--- config.mk ---
export PLATFORM = sky130hd
export DESIGN_NAME = leaf_stream_tx
export DESIGN_NICKNAME = d
export VERILOG_FILES = /design/src/rtl/leaf_stream_tx.sv
export SDC_FILE = /design/constraint.sdc
export NUM_CORES = 2
export LEC_CHECK = 0
export ABC_CLOCK_PERIOD_IN_PS = 5100
export CORE_MARGIN = 1.5
export CORE_UTILIZATION = 57
export CTS_CLUSTER_DIAMETER = 100
export DETAILED_ROUTE_END_ITERATION = 8
export PLACE_DENSITY = 0.73
export SYNTH_ARGS = -nofsm -noshare
export SYNTH_HDL_FRONTEND = slang
export SYNTH_SLANG_ARGS = --single-unit
export TNS_END_PERCENT = 10
--- constraint.sdc ---
create_clock -name clk_user -period 5.1 [get_ports clk_user]
set_input_delay 1.02 -clock clk_user [delete_from_list [all_inputs] [get_ports clk_user]]
set_output_delay 1.02 -clock clk_user [all_outputs]
set_load 0.1 [all_outputs]
--- src/rtl/leaf_stream_tx.sv ---
// leaf_stream_tx: transmit side of the ap_vld/ap_ack stream handshake on a leaf.
// Buffers unpacked payload words in a circular RAM of DEPTH-1 entries followed by
// a single output register, so the total capacity is DEPTH words. Drained words
// are counted, and every FREESPACE_UPDATE_SIZE of them produce a one-cycle
// freespace_upd pulse so the interface can return credits upstream.
module leaf_stream_tx #(
   parameter int PAYLOAD_BITS          = 32,
   parameter int NUM_BRAM_ADDR_BITS    = 7,
   parameter int FREESPACE_UPDATE_SIZE = 64
) (
   input  logic                          clk_user,
   input  logic                          reset,
   input  logic [PAYLOAD_BITS-1:0]       din,
   input  logic                          wr_en,
   output logic                          full,
   output logic                          overflow,
   output logic [PAYLOAD_BITS-1:0]       dout,
   output logic                          vld,
   input  logic                          ack,
   output logic [NUM_BRAM_ADDR_BITS:0]   count,
   output logic                          freespace_upd
);

   localparam int DEPTH = 2 ** NUM_BRAM_ADDR_BITS;
   localparam int AW    = NUM_BRAM_ADDR_BITS;
   localparam int CW    = NUM_BRAM_ADDR_BITS + 1;

   // Pointers wrap at DEPTH-2 because the RAM holds one word fewer than DEPTH;
   // the output register supplies the last slot.
   localparam logic [AW-1:0] LAST_ADDR = AW'(DEPTH - 2);
   localparam logic [CW-1:0] DEPTH_C   = CW'(DEPTH);
   localparam logic [CW-1:0] DRAIN_END = CW'(FREESPACE_UPDATE_SIZE - 1);

   logic [PAYLOAD_BITS-1:0] mem [DEPTH-1];
   logic [AW-1:0]           wr_ptr;
   logic [AW-1:0]           rd_ptr;
   logic [CW-1:0]           drain_cnt;

   logic xfer;
   logic wr_acc;
   logic ram_empty;
   logic out_free;
   logic load_ram;
   logic load_byp;
   logic ram_wr;

   function automatic logic [AW-1:0] ptr_inc(input logic [AW-1:0] p);
      return (p == LAST_ADDR) ? '0 : p + 1'b1;
   endfunction

   // count includes the output register, so the RAM is empty exactly when
   // every held word (0 or 1) sits in dout.
   assign xfer      = vld & ack;
   assign full      = (count == DEPTH_C);
   assign wr_acc    = wr_en & ~full;
   assign ram_empty = (count == CW'(vld));
   assign out_free  = xfer | ~vld;
   assign load_ram  = out_free & ~ram_empty;
   assign load_byp  = out_free & ram_empty & wr_acc;
   assign ram_wr    = wr_acc & ~load_byp;

   // Payload storage; contents are don't-care after reset since count gates reads.
   always_ff @(posedge clk_user) begin
      if (ram_wr)
         mem[wr_ptr] <= din;
   end

   // Output register: refill from RAM, bypass din into an empty block, or go idle.
   always_ff @(posedge clk_user or posedge reset) begin
      if (reset) begin
         vld  <= 1'b0;
         dout <= '0;
      end else if (load_ram) begin
         vld  <= 1'b1;
         dout <= mem[rd_ptr];
      end else if (load_byp) begin
         vld  <= 1'b1;
         dout <= din;
      end else if (out_free) begin
         vld  <= 1'b0;
      end
   end

   // Pointer advance and occupancy tracking.
   always_ff @(posedge clk_user or posedge reset) begin
      if (reset) begin
         wr_ptr <= '0;
         rd_ptr <= '0;
         count  <= '0;
      end else begin
         if (ram_wr)
            wr_ptr <= ptr_inc(wr_ptr);
         if (load_ram)
            rd_ptr <= ptr_inc(rd_ptr);
         count <= count + CW'(wr_acc) - CW'(xfer);
      end
   end

   // Sticky flag for any write attempted while full, even alongside a transfer.
   always_ff @(posedge clk_user or posedge reset) begin
      if (reset)
         overflow <= 1'b0;
      else if (wr_en && full)
         overflow <= 1'b1;
   end

   // Drain counter: one freespace_upd pulse per FREESPACE_UPDATE_SIZE transfers.
   always_ff @(posedge clk_user or posedge reset) begin
      if (reset) begin
         drain_cnt     <= '0;
         freespace_upd <= 1'b0;
      end else begin
         freespace_upd <= 1'b0;
         if (xfer) begin
            if (drain_cnt == DRAIN_END) begin
               drain_cnt     <= '0;
               freespace_upd <= 1'b1;
            end else begin
               drain_cnt <= drain_cnt + 1'b1;
            end
         end
      end
   end

endmodule
* Yosys cells after proc, flatten, opt, wreduce, memory -nomap -nowiden *
Memory sizes are Yosys's and may differ from the RTL's.
Index checks and enable logic that the tools add are counted.
Widths: inputs -> output; s select.

operators by class
  add/subtract/negate cells = 5
  equality and inequality tests = 5
  mux-type cells = 12
  bitwise logic cells = 11
  reductions and logical operators = 3

operators by type and width
  cell                 count
  $mux 32              2
  $add 7x1->7 const B  2
  $eq 7x7->1 const B   2
  $mux 7               2
  $add 8x1->8          1
  $add 8x1->8 const B  1
  $eq 8x1->1           1
  $eq 8x6->1 const B   1
  $eq 8x8->1 const B   1
  $mux 8               1
  $sub 8x1->8          1
  $mux 1               7
  $and 1x1->1          6
  $not 1->1            4
  $reduce_bool 3->1    1
  $reduce_bool 2->1    1
  $logic_and 1x1->1    1
  $or 1x1->1           1

storage, ports and cells
  register bits = 65
  RAM bits = 4064
  input bits = 36
  output and inout port bits = 44
  logic and storage cells = 45
  memories = 1

memories
  memory  depth  width  rd ports  clocked after memory_dff  wr ports  RTL line  source
  mem     127    32     1         0                         1         34        logic [PAYLOAD_BITS-1:0] mem [DEPTH-1];

* Depth between registers and ports, before layout *
  depth after elaboration = 8
  mapped depth = 16
  mapped depth without buffers = 16

* Least setup slack after synthesis *
Ideal clock, no wire load.

  path type = flip-flop to flip-flop
  start = register count[4]
  end = memory mem[103][0] (enable)
  setup time = 421 ps
  arrival = 4177 ps
  required time = 4679 ps
  path slack = 502 ps
  stages on the path, launching flop included = 12
  path buffers = 3
  clock period less this slack = 4598 ps
  cell sequence = dfrtp_1 -> inv_1 -> ha_1 -> and3b_1 -> and4b_1 -> clkbuf_1 -> nor2_1 -> and2_1 -> clkbuf_1 -> nand3_1 -> clkbuf_1 -> nor2_1

on the way
  longest elaborated chain between the ends = 8
  elaborated cells on any way between the ends = 10
  classes of those cells = eq/ne (2); mux (2); bitwise (6)

ends and longest elaborated chain
  item                            RTL line  source
  from (decl)                     20        output logic [NUM_BRAM_ADDR_BITS:0] count,
  from (signal assigned)          95        count <= count + CW'(wr_acc) - CW'(xfer);
  $eq 8x8->1                      54        assign full = (count == DEPTH_C);
  $not 1->1                       55        assign wr_acc = wr_en & ~full;
  $and 1x1->1                     55
  $and 1x1->1                     59        assign load_byp = out_free & ram_empty & wr_acc;
  $not 1->1                       60        assign ram_wr = wr_acc & ~load_byp;
  $and 1x1->1 *                   60
  $mux 1 *                        64        if (ram_wr)
  $mux 1 (not written as such) *  65        mem[wr_ptr] <= din;
  to (decl)                       34

Mark *: on every way between the ends. The rest lies on a longest branch, timed or not.

* Worst setup path in the final report *
  start = register rd_ptr[3]
  end = register dout[9]

on the way
  longest elaborated chain between the ends = 2

ends and longest elaborated chain
  item                    RTL line  source
  from (decl)             36        logic [AW-1:0] rd_ptr;
  from (signal assigned)  94        rd_ptr <= ptr_inc(rd_ptr);
  $mem_v2 127x32          --
  $mux 32                 73        end else if (load_ram) begin
  to (signal assigned)    75        dout <= mem[rd_ptr];
  to (signal assigned)    78        dout <= din;
  to (decl)               17        output logic [PAYLOAD_BITS-1:0] dout,

Every way passes these cells.
A chain may end at the register's enable or synchronous reset.

==> results.sh <==
export IMPL_status="finished clean"
export IMPL_ys_seq_area_frac=0.774
export IMPL_cts_root_buffer="clkbuf_16"
export IMPL_cts_tree="done"
export IMPL_comb_power_share=0.265
export IMPL_ys_ff_latch=4129
export IMPL_syn_to_final_growth_pct=13.5
export IMPL_core_area_um2=279000
export IMPL_netlist_area_um2=160000
export IMPL_p_clk_frac=0.318
export IMPL_whs_ns=0.403
export IMPL_synth_warnings=0
export IMPL_gp_congestion=0.947
export IMPL_via_count=84900
export IMPL_postSynthAreaPerCell_um2=21.5
export IMPL_start_kind="flip-flop"
export IMPL_crit_required_ns=5.91
export IMPL_cts_buffers=398
export IMPL_slowest_delay_ns=1.02
export IMPL_clockBufferDepth=4
export IMPL_post_route_period_util=0.914
export IMPL_worst_slew_pin_slew_ns=1.43
export IMPL_grt_overflow=0
export IMPL_slew_viol_final=0
export IMPL_layout_common_cells="edfxtp_1, mux4_2, mux2i_1"
export IMPL_hold_violations=0
export IMPL_cts_setup_buffers=0
export IMPL_grt_max_degree=129
export IMPL_dp_slack_ns=0.647
export IMPL_row_count=194
export IMPL_cts_num_sinks=4129
export IMPL_cap_violations=0
export IMPL_wl_per_cell_um=39.2
export IMPL_portBuffers=79
export IMPL_synth_edff_count=4064
export IMPL_p_sw_frac=0.327
export IMPL_rsz0062_at_grt="false"
export IMPL_totalWireLength_um=471000
export IMPL_path_cells="inv_8 -> buf_4 -> nor2_1 -> o221ai_1 -> o22ai_1 -> nor4_1 -> buf_4 -> nor3_1 -> o22ai_1"
export IMPL_finClkSkew_ns=0.0664
export IMPL_die_h_um=533
export IMPL_path_max_fanout=44
export IMPL_max_freq_mhz=214
export IMPL_viasPerCell=7.06
export IMPL_period_needed_ns=4.66
export IMPL_setup_viol=0
export IMPL_vdd_ir_drop_max_uv=475
export IMPL_async_reset_ff_frac=0.0157
export IMPL_final_util=0.650
export IMPL_postRouteAntennaNets=0
export IMPL_arrival_ns=5.47
export IMPL_layout_commonest_cell="edfxtp_1"
export IMPL_detailedRoute_firstPassIterationCount=8
export IMPL_critPathCaptureType="flip-flop"
export IMPL_cpLargestDelayFamily="simple AND/OR/NAND/NOR gates"
export IMPL_grt_pass1_wl_um=652000
export IMPL_p_sw_mw=30.7
export IMPL_grt_pass1_vias=82600
export IMPL_fin_nets=8014
export IMPL_drive_above_1_share=0.253
export IMPL_synth_distinct_cells=86
export IMPL_antenna_found_initial=47
export IMPL_hpwl_um=280000
export IMPL_setup_slack_ns=0.436
export IMPL_p_per_area_nw_per_um2=517
export IMPL_p_seq_frac=0.417
export IMPL_max_slew_margin=0.0426
export IMPL_cts_resized=0
export IMPL_initial_utilization=0.573
export IMPL_drc=0
export IMPL_die_area_um2=284000
export IMPL_internal_power_mw=63.1
export IMPL_hold_path_class="input pin to asynchronous set/reset pin"
export IMPL_h_tree_depth=5
export IMPL_path_clk_slew_ns=0.06
export IMPL_leakage_nw=57.7
export IMPL_hold_buffers=0
export IMPL_grt_total_usage=0.332
export IMPL_fin_setup_tns_ns=0
export IMPL_synth_main_ff_cell="edfxtp_1"
export IMPL_syn_nets=7473
export IMPL_crit_type="flip-flop to flip-flop"
export IMPL_clk_latency_ns=0.99
export IMPL_synth_cells=7419
export IMPL_die_x_um=533
export IMPL_drtIter0Drc=14700
export IMPL_critical_path_buf_inv_count=3
export IMPL_slowest_stage="dfrtp_4"
export IMPL_top_level_ports=80
-- synthesized netlist by cell type (all sizes together), types with 9 or more instances --
cell     count  area share
a311oi       9     0.00049
a221oi      48      0.0027
o221ai     112      0.0062
or3         11     0.00043
a32oi       18     0.00099
xnor2        9     0.00049
nor3        43      0.0013
mux2        18      0.0013
mux4       855        0.12
nor2b       18     0.00070
nor4        15     0.00059
mux2i      483       0.030
nand2      227      0.0053
a2111oi      9     0.00053
edfxtp    4064        0.76
o211ai      18     0.00085
o21ai      122      0.0038
and3        20     0.00078
and2        11     0.00043
ha          17      0.0013
a21oi      128      0.0040
o22ai       99      0.0039
nand4       13     0.00051
buf        271       0.014
a211oi      21     0.00099
dfrtp       65       0.010
nor2       241      0.0057
a22oi       67      0.0031
clkbuf     149      0.0037
nand3       54      0.0017
a22o        14     0.00077
a31oi       32      0.0013
nand2b      10     0.00039
inv         21     0.00049
-- power groups by stage --
stage | logic (mW) | registers, mW | clock network [mW]
after floorplan | 12.3 | 40.1 | 0
after global placement | 23.7 | 39.7 | 0
after detailed placement | 23.9 | 39.7 | 0
after CTS | 24.1 | 39.0 | 30.0
after global routing | 25.1 | 39.1 | 31.3
final | 24.9 | 39.1 | 29.9
-- through the flow --
| step | cells | instance area, µm² | total power, mW |
|---|---|---|---|
| after floorplan | 7419 | 160000 | 52.5 |
| after global placement | 11300 | 168000 | 63.3 |
| after detailed placement | 11300 | 168000 | 63.6 |
| after CTS | 12000 | 181000 | 93.1 |
| after global routing | 12000 | 181000 | 95.4 |
| final | 12000 | 181000 | 93.9 |
-- worst paths after layout --
check / to / cells after the start / slack, ns / startpoint
worst max-delay path: dout[9]$_DFFE_PP0P_ / 9 / 0.44 / rd_ptr[3]$_DFFE_PP0P_
worst min-delay path: drain_cnt[6]$_DFFE_PP0P_ / 2 / 0.40 / reset
worst max register to register: dout[9]$_DFFE_PP0P_ / 9 / 0.44 / rd_ptr[3]$_DFFE_PP0P_
worst min register to register: overflow$_DFFE_PP0P_ / 1 / 0.47 / overflow$_DFFE_PP0P_
max in group asynchronous: rd_ptr[0]$_DFFE_PP0P_ / 3 / 3.53 / reset
min in group clk_user: overflow$_DFFE_PP0P_ / 1 / 0.47 / overflow$_DFFE_PP0P_
-- worst register-to-register path, stage by stage (launching register included) --
cell,delay [ns]
dfrtp_4,1.02
inv_8,0.44
buf_4,0.44
nor2_1,0.83
o221ai_1,0.46
o22ai_1,0.28
nor4_1,0.08
buf_4,0.21
nor3_1,0.60
o22ai_1,0.14
-- state kept, by name (all words and copies together), names as in the netlist --
signal and flops:
count 8, dout 32, mem 4064, wr_ptr 7, vld 1, rd_ptr 7
overflow 1, freespace_upd 1, drain_cnt 8
-- per-layer routing --
| layer | GRT usage | part of all wire | routed length, µm | vias up |
|---|---|---|---|---|
| li1 | - | - | - | 32400 |
| met1 | 0.445 | 0.33 | 158000 | 43900 |
| met2 | 0.488 | 0.44 | 209000 | 7225 |
| met3 | 0.111 | 0.15 | 72700 | 1321 |
| met4 | 0.177 | 0.066 | 31300 | 34 |
| met5 | 0 | 0.00042 | 199 | - |
-- kinds of logic (layout without fill, tap and decap cells) --
kind of cell               after synthesis  in the layout  share of synthesized area
AOI/OAI and AO/OA                      779            779                     0.0341
xor gates and xnor gates                16             16                   0.000877
adders and majority gates               18             18                    0.00146
buffers and inverters                  443           1310                     0.0185
DFF                                   4129           4129                      0.774
muxes                                 1356           1356                      0.153
other                                    0             14                          0
and+or+nand+nor                        678            678                     0.0186
-- layout make-up --
type	instances	area, µm²
Inverter	22	98.8
Clock buffer	480	10300
Timing Repair Buffer	562	5440
Multi-Input combinational cell	2847	34300
Fill cell	17600	97700
Antenna cell	14	35.0
Tap cell	3724	4660
Sequential cell	4129	124000
Clock inverter	246	2880
Power figures use the tool's default switching activity.
